===== config.mk =====
export PLATFORM = sky130hd
export DESIGN_NAME = seg7_hex_capture
export DESIGN_NICKNAME = d
export VERILOG_FILES = /design/src/rtl/seg7_pkg.sv /design/src/rtl/seg7_to_nibble.sv /design/src/rtl/seg7_hex_capture.sv
export SDC_FILE = /design/constraint.sdc
export NUM_CORES = 1
export LEC_CHECK = 0
export CAP_MARGIN = 20
export CORE_UTILIZATION = 44
export CTS_CLUSTER_SIZE = 25
export DETAILED_ROUTE_END_ITERATION = 10
export GPL_TIMING_DRIVEN = 0
export PLACE_DENSITY = 0.75
export SYNTH_ARGS = -nofsm -noshare
export SYNTH_HDL_FRONTEND = slang
export SYNTH_SLANG_ARGS = --single-unit

===== constraint.sdc =====
create_clock -name i_Clock -period 1.5 [get_ports i_Clock]
set_clock_uncertainty 0.05 [all_clocks]
set_input_delay 0.225 -clock i_Clock [delete_from_list [all_inputs] [get_ports i_Clock]]
set_output_delay 0.225 -clock i_Clock [all_outputs]
set_load 0.005 [all_outputs]

===== src/rtl/seg7_pkg.sv =====
// seg7_pkg
// Shared seven-segment definitions used by the display decoder and by
// seg7_hex_capture. Contents:
//   SEG_CODE  : 16 legal hex-digit patterns, indexed by digit value
//   SEG_BLANK : all-segments-off pattern
//   state_t   : capture FSM states (COLLECT, HOLD)
// Patterns are {g,f,e,d,c,b,a}, active-low (0 = segment lit).
package seg7_pkg;

    // Packed so that SEG_CODE[n] is the pattern for hex digit n.
    localparam logic [15:0][6:0] SEG_CODE = {
        7'b0001110,  // F
        7'b0000110,  // E
        7'b0100001,  // D
        7'b1000110,  // C
        7'b0000011,  // B
        7'b0001000,  // A
        7'b0011000,  // 9
        7'b0000000,  // 8
        7'b1111000,  // 7
        7'b0000010,  // 6
        7'b0010010,  // 5
        7'b0011001,  // 4
        7'b0110000,  // 3
        7'b0100100,  // 2
        7'b1111001,  // 1
        7'b1000000   // 0
    };

    localparam logic [6:0] SEG_BLANK = 7'b1111111;

    typedef enum logic {
        COLLECT = 1'b0,
        HOLD    = 1'b1
    } state_t;

endpackage


===== src/rtl/seg7_to_nibble.sv =====
// seg7_to_nibble
// Combinational lookup of a seven-segment pattern into its hex value.
// Ports:
//   segments : 7-bit active-low pattern {g,f,e,d,c,b,a}
//   nibble   : decoded hex value (0 when not legal)
//   legal    : pattern is one of the 16 hex digit codes
//   blank    : pattern is the all-off blank code
module seg7_to_nibble
    import seg7_pkg::*;
(
    input  logic [6:0] segments,
    output logic [3:0] nibble,
    output logic       legal,
    output logic       blank
);

    always_comb begin
        nibble = 4'h0;
        legal  = 1'b0;
        for (int i = 0; i < 16; i++) begin
            if (segments == SEG_CODE[i]) begin
                nibble = 4'(i);
                legal  = 1'b1;
            end
        end
        blank = (segments == SEG_BLANK);
    end

endmodule


===== src/rtl/seg7_hex_capture.sv =====
// seg7_hex_capture
// Samples strobed seven-segment patterns, assembles DIGITS hex digits into a
// word (first digit in the most significant nibble) and holds the finished
// word with a valid/ready handshake.
// Ports:
//   i_Clock, i_Reset   : clock, asynchronous active-high reset
//   i_Segments         : active-low pattern {g,f,e,d,c,b,a}, sampled on i_Strobe
//   i_Ready            : consumer accepts o_Word when o_Valid is high
//   o_Word             : finished word when o_Valid, else partial accumulator
//   o_Valid            : word complete and held
//   o_DigitCount       : digits captured for the word in progress
//   o_Error            : one-cycle pulse, strobed pattern was not a legal code
//   o_Overrun          : one-cycle pulse, strobe arrived while word held
module seg7_hex_capture
    import seg7_pkg::*;
#(
    parameter int DIGITS = 4
) (
    input  logic                  i_Clock,
    input  logic                  i_Reset,
    input  logic [6:0]            i_Segments,
    input  logic                  i_Strobe,
    input  logic                  i_Ready,
    output logic [4*DIGITS-1:0]   o_Word,
    output logic                  o_Valid,
    output logic [3:0]            o_DigitCount,
    output logic                  o_Error,
    output logic                  o_Overrun
);

    localparam int         W        = 4 * DIGITS;
    localparam logic [3:0] LAST_IDX = 4'(DIGITS - 1);

    state_t         state, state_nxt;
    logic [W-1:0]   acc, acc_nxt, base_acc, nib_ext;
    logic [3:0]     cnt, cnt_nxt, base_cnt;
    logic           err_nxt, ovr_nxt, collecting;
    logic [3:0]     nibble;
    logic           legal, blank;

    seg7_to_nibble u_dec (
        .segments (i_Segments),
        .nibble   (nibble),
        .legal    (legal),
        .blank    (blank)
    );

    always_ff @(posedge i_Clock or posedge i_Reset) begin
        if (i_Reset) begin
            state     <= COLLECT;
            acc       <= '0;
            cnt       <= '0;
            o_Error   <= 1'b0;
            o_Overrun <= 1'b0;
        end else begin
            state     <= state_nxt;
            acc       <= acc_nxt;
            cnt       <= cnt_nxt;
            o_Error   <= err_nxt;
            o_Overrun <= ovr_nxt;
        end
    end

    always_comb begin
        state_nxt  = state;
        acc_nxt    = acc;
        cnt_nxt    = cnt;
        err_nxt    = 1'b0;
        ovr_nxt    = 1'b0;
        base_acc   = acc;
        base_cnt   = cnt;
        collecting = (state == COLLECT);
        nib_ext    = '0;
        nib_ext[3:0] = nibble;

        // A transfer frees the accumulator in the same cycle, so a strobe
        // arriving now is treated as the first digit of a fresh word.
        if (state == HOLD && i_Ready) begin
            state_nxt  = COLLECT;
            acc_nxt    = '0;
            cnt_nxt    = '0;
            base_acc   = '0;
            base_cnt   = '0;
            collecting = 1'b1;
        end

        if (i_Strobe) begin
            if (!collecting) begin
                ovr_nxt = 1'b1;
            end else if (blank) begin
                // blank digit position: nothing to capture
            end else if (!legal) begin
                err_nxt = 1'b1;
                acc_nxt = '0;
                cnt_nxt = '0;
            end else begin
                acc_nxt = (base_acc << 4) | nib_ext;
                if (base_cnt == LAST_IDX) begin
                    cnt_nxt   = '0;
                    state_nxt = HOLD;
                end else begin
                    cnt_nxt = base_cnt + 4'd1;
                end
            end
        end
    end

    assign o_Word       = acc;
    assign o_Valid      = (state == HOLD);
    assign o_DigitCount = cnt;

endmodule


# ---- Yosys cells after proc, flatten, opt, wreduce, memory -nomap -nowiden
# Cells that the tools add are included.
dict set report totals {
  regBits 23
  in_bits 11
  out_inout_bits 23
  word_cells 82
}
dict set report op_classes {
  addsub 1
  n_eq_ne 17
  muxes 55
  bitwise 2
  n_reduce_logical 2
}
# operator n
set op_table {}
lappend op_table {{two-way mux 16 bit} 5}
lappend op_table {{two-way mux 4 bit} 14}
lappend op_table {{equality test 7 bit, second input constant} 5}
lappend op_table {{two-way mux 1 bit} 30}
lappend op_table {{equality test 7 x 5 -> 1 bit, second input constant} 3}
lappend op_table {{equality test 7 x 6 -> 1 bit, second input constant} 3}
lappend op_table {{OR 16 x 4 -> 16 bit} 1}
lappend op_table {{equality test 7 x 2 -> 1 bit, second input constant} 2}
lappend op_table {{equality test 7 x 4 -> 1 bit, second input constant} 2}
lappend op_table {{two-way mux 3 bit} 4}
lappend op_table {{equality test 7 x 3 -> 1 bit, second input constant} 1}
lappend op_table {{zero test 7 bit} 1}
lappend op_table {{adder 4 x 1 -> 4 bit, second input constant} 1}
lappend op_table {{equality test 4 x 2 -> 1 bit, second input constant} 1}
lappend op_table {{two-way mux 2 bit} 2}
lappend op_table {{logical AND 1 bit} 1}
lappend op_table {{NOT 1 bit} 1}

# ---- Logic depth before layout (Yosys ltp)
# Gate-level depths: netlist (run 1).
dict set report depth {
  ltp_word 21
  depth_mapped 8
  ltp_nobuf 6
}

# ---- By module
# From an unflattened synthesis (run 1), not the netlist that was laid out.
dict set report hier_totals {
  cells_unflattened 174
  hier_area_um2 1596.5
}
# module instances cells_per_inst area_per_inst_um2 seq_area_each_um2
set by_module_without_submodules {}
lappend by_module_without_submodules {seg7_hex_capture 1 113 1167.4 575.6}
lappend by_module_without_submodules {seg7_to_nibble 1 61 429.2 0.0}

# ---- Least setup slack after synthesis (run 1)
# OpenSTA, ideal clock, no wires.
dict set report synth_path {
  kind {input-to-reg}
  from {input i_Segments[1]}
  to {register cnt[0] (netlist: o_DigitCount[0])}
  setup_time_ns 0.125
  arrival_time_ns 1.599
  required_ns 1.325
  slack_ns -0.274
  path_stages 7
  path_buffers 2
  path_cell_list {buf_4 nor3b_1 a22o_1 nor4_2 buf_6 nor2_2 mux2_2}
}
dict set report synth_via {
  elab_chain_cells 21
  elab_cells_between_ends 37
  classes_between {eq/ne: 16; mux: 20; reduce/logical: 1}
}
# item line
set synth_lines {}
lappend synth_lines {{from (decl)} seg7_hex_capture.sv:21} ;# input logic [6:0] i_Segments,
lappend synth_lines {{equality test 7 bit} seg7_to_nibble.sv:21} ;# if (segments == SEG_CODE[i]) begin
lappend synth_lines {{two-way mux 1 bit (16 in a row)} seg7_to_nibble.sv:21}
lappend synth_lines {{two-way mux 4 bit} seg7_hex_capture.sv:92} ;# end else if (!legal) begin
lappend synth_lines {{two-way mux 4 bit (*)} seg7_hex_capture.sv:90} ;# end else if (blank) begin
lappend synth_lines {{two-way mux 4 bit (*)} seg7_hex_capture.sv:88} ;# if (!collecting) begin
lappend synth_lines {{two-way mux 4 bit (*)} seg7_hex_capture.sv:87} ;# if (i_Strobe) begin
lappend synth_lines {{via cnt_nxt[0]} seg7_hex_capture.sv:36} ;# logic [3:0] cnt, cnt_nxt, base_cnt;
lappend synth_lines {{to (signal assigned)} seg7_hex_capture.sv:58} ;# cnt <= cnt_nxt;
lappend synth_lines {{to (decl)} seg7_hex_capture.sv:36}
# The timed path passes the listed nets; every way through them passes the cells marked *.

# ---- Worst setup path after layout (run 1)
dict set report layout_path {
  from {input i_Segments[1]}
  to {register acc[15] (netlist: o_Word[15])}
}
dict set report layout_via {
  elab_chain_cells 21
  elab_cells_between_ends 37
  classes_between {eq/ne: 16; mux: 20; reduce/logical: 1}
}
# item line
set layout_lines {}
lappend layout_lines {{equality test 7 bit} seg7_to_nibble.sv:21}
lappend layout_lines {{two-way mux 1 bit (16 in a row)} seg7_to_nibble.sv:21}
lappend layout_lines {{two-way mux 16 bit} seg7_hex_capture.sv:92}
lappend layout_lines {{two-way mux 16 bit (*)} seg7_hex_capture.sv:90}
lappend layout_lines {{two-way mux 16 bit (*)} seg7_hex_capture.sv:88}
lappend layout_lines {{two-way mux 16 bit (*)} seg7_hex_capture.sv:87}
lappend layout_lines {{via acc_nxt[15]} seg7_hex_capture.sv:35} ;# logic [W-1:0] acc, acc_nxt, base_acc, nib_ext;
lappend layout_lines {{to (signal assigned)} seg7_hex_capture.sv:57} ;# acc <= acc_nxt;
lappend layout_lines {{to (decl)} seg7_hex_capture.sv:35}
# Marked as above.

==> impl_metrics.ini, run 1 <==
[status]
status = complete, but fails checks
violations = setup timing

[sta]
rsz0062_at_grt = yes
hold_ws_ns = 0.254
period_minus_slack_ns = 1.60
tightest_slew_ns = 0.871
setup_viol = 10
hold_viol_final = 0
finalWorstSetupSlack_ns = -0.101
fin_setup_tns_ns = -0.492
drv_slew = 0
slew_headroom_pct = 41.9
period_share_pct = 107
max_freq_ghz = 0.625

[logic_synthesis]
ys_top_cells_by_area = dfrtp_1 (41%), nand3_1 (7.5%), o21ai_0 (6.0%)
synth_area_leader_cell = dfrtp_1
synth_area_um2 = 1410
synth_edf_count = 0
ys_warn_count = 0
avgSynthCellArea_um2 = 8.92
syn_nets = 170
synth-seq-area-share_pct = 40.9
synth_seq_cells = 23
ys.flop_type = dfrtp_1
postSynthCellCount = 158
async_flop_share_pct = 100
synth_top_area_share_pct = 40.9
synth.distinct_cells = 45

[global_route]
antenna_found_initial = 0
grt_max_degree = 24
grt.overflow.total = 0
grt_usage_pct = 22.5
first_global_vias = 1382
grt_pass1_wl_um = 6020

[die]
dieArea_um2 = 3430
rows = 20
start_util_pct = 46.1
fp.dieH_um = 58.6
die_w_um = 58.6
core_area_um2 = 3050
ioPinCount = 34

[routing]
vias = 1567
drtIter0Drc = 52
postRouteAntennaNets = 0
wire_per_inst_um = 16.2
wirelength_um = 4370
drc = 0
first_pass_iters = 4
via_per_inst = 5.80

[cells_and_area]
post-route-util_pct = 74.8
postLayoutCellArea_um2 = 2280
mostFrequentLayoutCells = buf_4 (37), dfrtp_1 (22), nand3_1 (21)
final_common_cell = buf_4
finish.net_count = 239
syn_to_final_growth_pct = 62.0
drive_gt1_share_pct = 37.2
final-instance-count-excl-fill = 270
num_antenna_cells = 0

[worst_setup_path]
worstPathRequired_ns = 1.66
cp.arrival_ns = 1.76
start_kind = input port
r2r_cells = 6
endpoint_kind = flip-flop
r2r_start = o_DigitCount[0]$_DFF_PP0_
r2r_slack_ns = -0.03
crit_type = input port to flip-flop
cp-endpoint = o_Word[15]$_DFF_PP0_
r2r_end = o_DigitCount[2]$_DFF_PP0_
worst-path-max-fanout = 7
crit_start = i_Segments[1]

[clocking]
clock_latency_ns = 0.31
cts_tree = yes
path_clk_slew_ns = 0.13
numCtsBuffers = 3
clock_tree.buffer_depth = 2
cts_root_buffer = clkbuf_4
cts_max_level = 1
cts_sinks = 23

[power_and_ir_drop]
power.total_mw = 1.25
p_per_area_nw_per_um2 = 549
power.switching_uw = 360
power_frac_seq_pct = 51.2
p_comb_share_pct = 25.9
clkPwrFrac_pct = 22.9
power_leakage_nw = 1.19
ir_drop_mv = 0.265
intPower_uw = 892
swShare_pct = 28.8

[placement]
io_buffers = 31
place_inst = 233
placed_area_um2 = 1820
pre_cts_ws_ns = -0.925
dp_hpwl_um = 2460
gp_congestion = 0.908

[job]
max_cap_viol_count = 0

[min_path]
hp-class = input port to flip-flop
sequential cells by signal, indices dropped and copies added, names as in the netlist:
signal,flops
o_DigitCount,4
o_Valid,1
o_Error,1
o_Overrun,1
o_Word,16
power by group through the flow:
stage	registers [mW]	logic, mW	clock network, mW
finish	0.641	0.324	0.287
global route	0.642	0.345	0.328
floorplan	0.655	0.148	0
CTS	0.641	0.286	0.290
global placement	0.655	0.231	0
detailed placement	0.655	0.236	0
layer usage:
| layer | track usage (%) | wire [um] | vias to the layer above |
|---|---|---|---|
| li1 | - | - | 719 |
| met1 | 26.3 | 1710 | 776 |
| met2 | 41.1 | 2390 | 62 |
| met3 | 1.98 | 185 | 10 |
| met4 | 11.2 | 87 | 0 |
| met5 | 0 | 0 | - |
worst min-delay path by stage:
stage / startpoint / to / slack (ns) / cells past startpoint
after floorplan: i_Reset / o_DigitCount[0]$_DFF_PP0_ / 0.18 / 1
after global placement: o_Word[12]$_DFF_PP0_ / o_Word[12]$_DFF_PP0_ / 0.43 / 1
after detailed placement: o_Word[15]$_DFF_PP0_ / o_Word[15]$_DFF_PP0_ / 0.44 / 1
after CTS: i_Segments[5] / o_Word[0]$_DFF_PP0_ / 0.24 / 4
after global routing: i_Segments[5] / o_Word[0]$_DFF_PP0_ / 0.27 / 4
final: i_Segments[5] / o_Word[0]$_DFF_PP0_ / 0.25 / 4
cells by family (layout without fill, tap and decap cells):
group | after synthesis | in the layout | share of synthesized area [%]
AND/OR/NAND/NOR | 71 | 71 | 28.5
AO/OA/AOI/OAI | 43 | 43 | 20.0
flip-flops | 23 | 23 | 40.9
buffers and inverters | 16 | 84 | 7.10
XOR/XNOR | 3 | 3 | 1.87
adder cells (fa/ha/maj) | 1 | 1 | 0.888
multiplexers | 1 | 1 | 0.799
worst max-delay path, cell delays in order:
cell     delay [ns]
buf_12         0.11
buf_4          0.16
nor3b_4        0.16
a22o_1         0.28
nor4_4         0.33
buf_4          0.19
nor3_4         0.05
a22o_1         0.25
cell usage after synthesis (2+ instances only):
master	n
o21ai_1	2
a21oi_1	5
inv_1	3
nor3b_1	2
o21bai_1	2
buf_2	2
xnor2_1	3
nand3_1	21
nor2_1	10
nand2b_1	3
o31ai_1	2
buf_4	6
and2_1	3
nor3_1	5
clkbuf_1	3
o21ai_0	17
buf_6	2
nor4_2	3
nand2_1	10
dfrtp_1	23
and3_1	2
a22o_1	6
repair_timing:
item / in CTS / in global routing
gates resized for setup: 53 / 34
hold buffers: 0 / 0
endpoints found under the setup margin: 29 / 35
pin swaps: 9 / 8
setup buffers: 17 / 16
area by class of cell:
type	count	area, um2
multi-input cells	119	900
fillers	213	771
flip-flops and latches	23	577
repair buffers	64	572
plain buffers	13	140
well taps	44	55.1
clock buffers	3	22.5
inverters	3	11.3
clock inverters	1	5.00
No activity file was read; power rests on OpenSTA's default activity.
==> run 2, diff against run 1 <==
--- a/config.mk
+++ b/config.mk
@@ -5,12 +5,11 @@
 export SDC_FILE = /design/constraint.sdc
 export NUM_CORES = 1
 export LEC_CHECK = 0
-export CAP_MARGIN = 20
-export CORE_UTILIZATION = 44
+export CORE_UTILIZATION = 40
 export CTS_CLUSTER_SIZE = 25
 export DETAILED_ROUTE_END_ITERATION = 10
 export GPL_TIMING_DRIVEN = 0
-export PLACE_DENSITY = 0.75
+export PLACE_DENSITY = 0.69
 export SYNTH_ARGS = -nofsm -noshare
 export SYNTH_HDL_FRONTEND = slang
 export SYNTH_SLANG_ARGS = --single-unit
==> impl_metrics.ini, run 2 (synthesis gave the netlist of run 1 again) <==
[status]
status = complete, but fails checks
violations = setup timing

[cells_and_area]
final-instance-count-excl-fill = 275
num_antenna_cells = 0
mostFrequentLayoutCells = buf_4 (36), dfrtp_1 (22), nand3_1 (21)
largest_reg_flops = 16
finish.net_count = 242
final_common_cell = buf_4
syn_to_final_growth_pct = 63.2
drive_gt1_share_pct = 37.1

[routing]
via_per_inst = 5.40
wire_per_inst_um = 14.5
vias = 1486
drtIter0Drc = 88
drc = 0
first_pass_iters = 4
drt-met1-wl_um = 1600
met2_length_um = 2170
postRouteAntennaNets = 0
wirelength_um = 4000
top_layer_used = met4
route.met3.wl_um = 158

[die]
die_w_um = 61.3
start_util_pct = 41.9
dieArea_um2 = 3760
ioPinCount = 34
fp.dieH_um = 61.3
core_area_um2 = 3360
rows = 21

[min_path]
hp-class = input port to flip-flop

[global_route]
grt_max_degree = 24
grt.overflow.total = 0
grt_usage_pct = 21.1
grt_pass1_wl_um = 5930
antenna_found_initial = 0
first_global_vias = 1268

[clocking]
cts_root_buffer = clkbuf_4
numCtsBuffers = 3
cts_sinks = 23
clock_tree.buffer_depth = 2
path_clk_slew_ns = 0.12
hold_buffers = 0
clock_latency_ns = 0.31
cts_max_level = 1
cts_tree = yes

[sta]
fin_setup_tns_ns = -0.359
setup_viol = 7
tightest_slew_ns = 0.874
finalWorstSetupSlack_ns = -0.0703
period_minus_slack_ns = 1.57
period_share_pct = 105
rsz0062_at_grt = yes
max_freq_ghz = 0.637
hold_viol_final = 0
slew_headroom_pct = 41.7
drv_slew = 0

[worst_setup_path]
endpoint_kind = flip-flop
start_kind = input port
worst-path-max-fanout = 8
crit_type = input port to flip-flop
cp.arrival_ns = 1.74
worstPathRequired_ns = 1.67

[placement]
dp_hpwl_um = 2510
place_inst = 235
io_buffers = 31
gp_congestion = 0.904

[power_and_ir_drop]
ir_drop_mv = 0.268
power_leakage_nw = 1.23
p_per_area_nw_per_um2 = 546

[job]
max_cap_viol_count = 0
-- run 2: report_power, final --
group          internal (mW)  switching [mW]  leakage [nW]
clock network         0.0998           0.190        0.0177
logic                  0.168           0.158         0.897
registers              0.633         0.00716         0.315
total                  0.901           0.356          1.23
-- run 2: area by class of cell --
class / instances / area, um2
timing repair buffer: 67 / 617
fill: 285 / 1060
sequential: 23 / 577
inverter: 3 / 11.3
multi-input combinational: 119 / 858
tap: 46 / 57.6
buffer: 13 / 151
clock buffer: 3 / 22.5
clock inverter: 1 / 5.00
-- run 2: repair_timing --
item / CTS / global route
endpoints found under the setup margin: 33 / 36
pin swaps: 11 / 11
buffers inserted: 19 / 17
resized for setup: 57 / 33
-- run 2: stage by stage --
stage	hold slack, ns	total power [mW]	utilization (%)	setup slack, ns	cell area, um2
floorplan	0.177	0.803	-	-0.201	1460
global placement	0.432	0.885	54.3	-0.853	1830
detailed placement	0.438	0.892	54.3	-0.911	1830
CTS	0.245	1.23	61.5	-0.110	2070
global route	0.267	1.32	68.4	-0.125	2300
finish	0.264	1.26	68.4	-0.0703	2300
-- run 2: final timing paths --
| kind | depth (start not counted) | start | endpoint | slack [ns] |
|---|---|---|---|---|
| max | 9 | i_Segments[3] | o_Word[12]$_DFF_PP0_ | -0.07 |
| min reg2reg | 1 | o_Word[15]$_DFF_PP0_ | o_Word[15]$_DFF_PP0_ | 0.46 |
| min in group asynchronous | 2 | i_Reset | o_Word[8]$_DFF_PP0_ | 0.33 |
| max in group asynchronous | 2 | i_Reset | o_Valid$_DFF_PP0_ | 0.48 |
| min | 4 | i_Segments[5] | o_Word[0]$_DFF_PP0_ | 0.26 |
| max reg2reg | 7 | o_Valid$_DFF_PP0_ | o_DigitCount[2]$_DFF_PP0_ | 0 |
-- run 2: layer usage --
layer	up-vias	global-route usage (%)
met2	52	37.4
met4	0	6.35
met1	702	26.7
met5	-	0
li1	721	-
met3	11	2.94
-- run 2: worst max-delay path: stages --
cell	delay [ns]
buf_8	0.11
buf_8	0.13
xnor2_2	0.13
a32oi_2	0.23
o21ai_2	0.12
nor4_4	0.33
buf_4	0.19
nor3_4	0.04
a22o_1	0.23
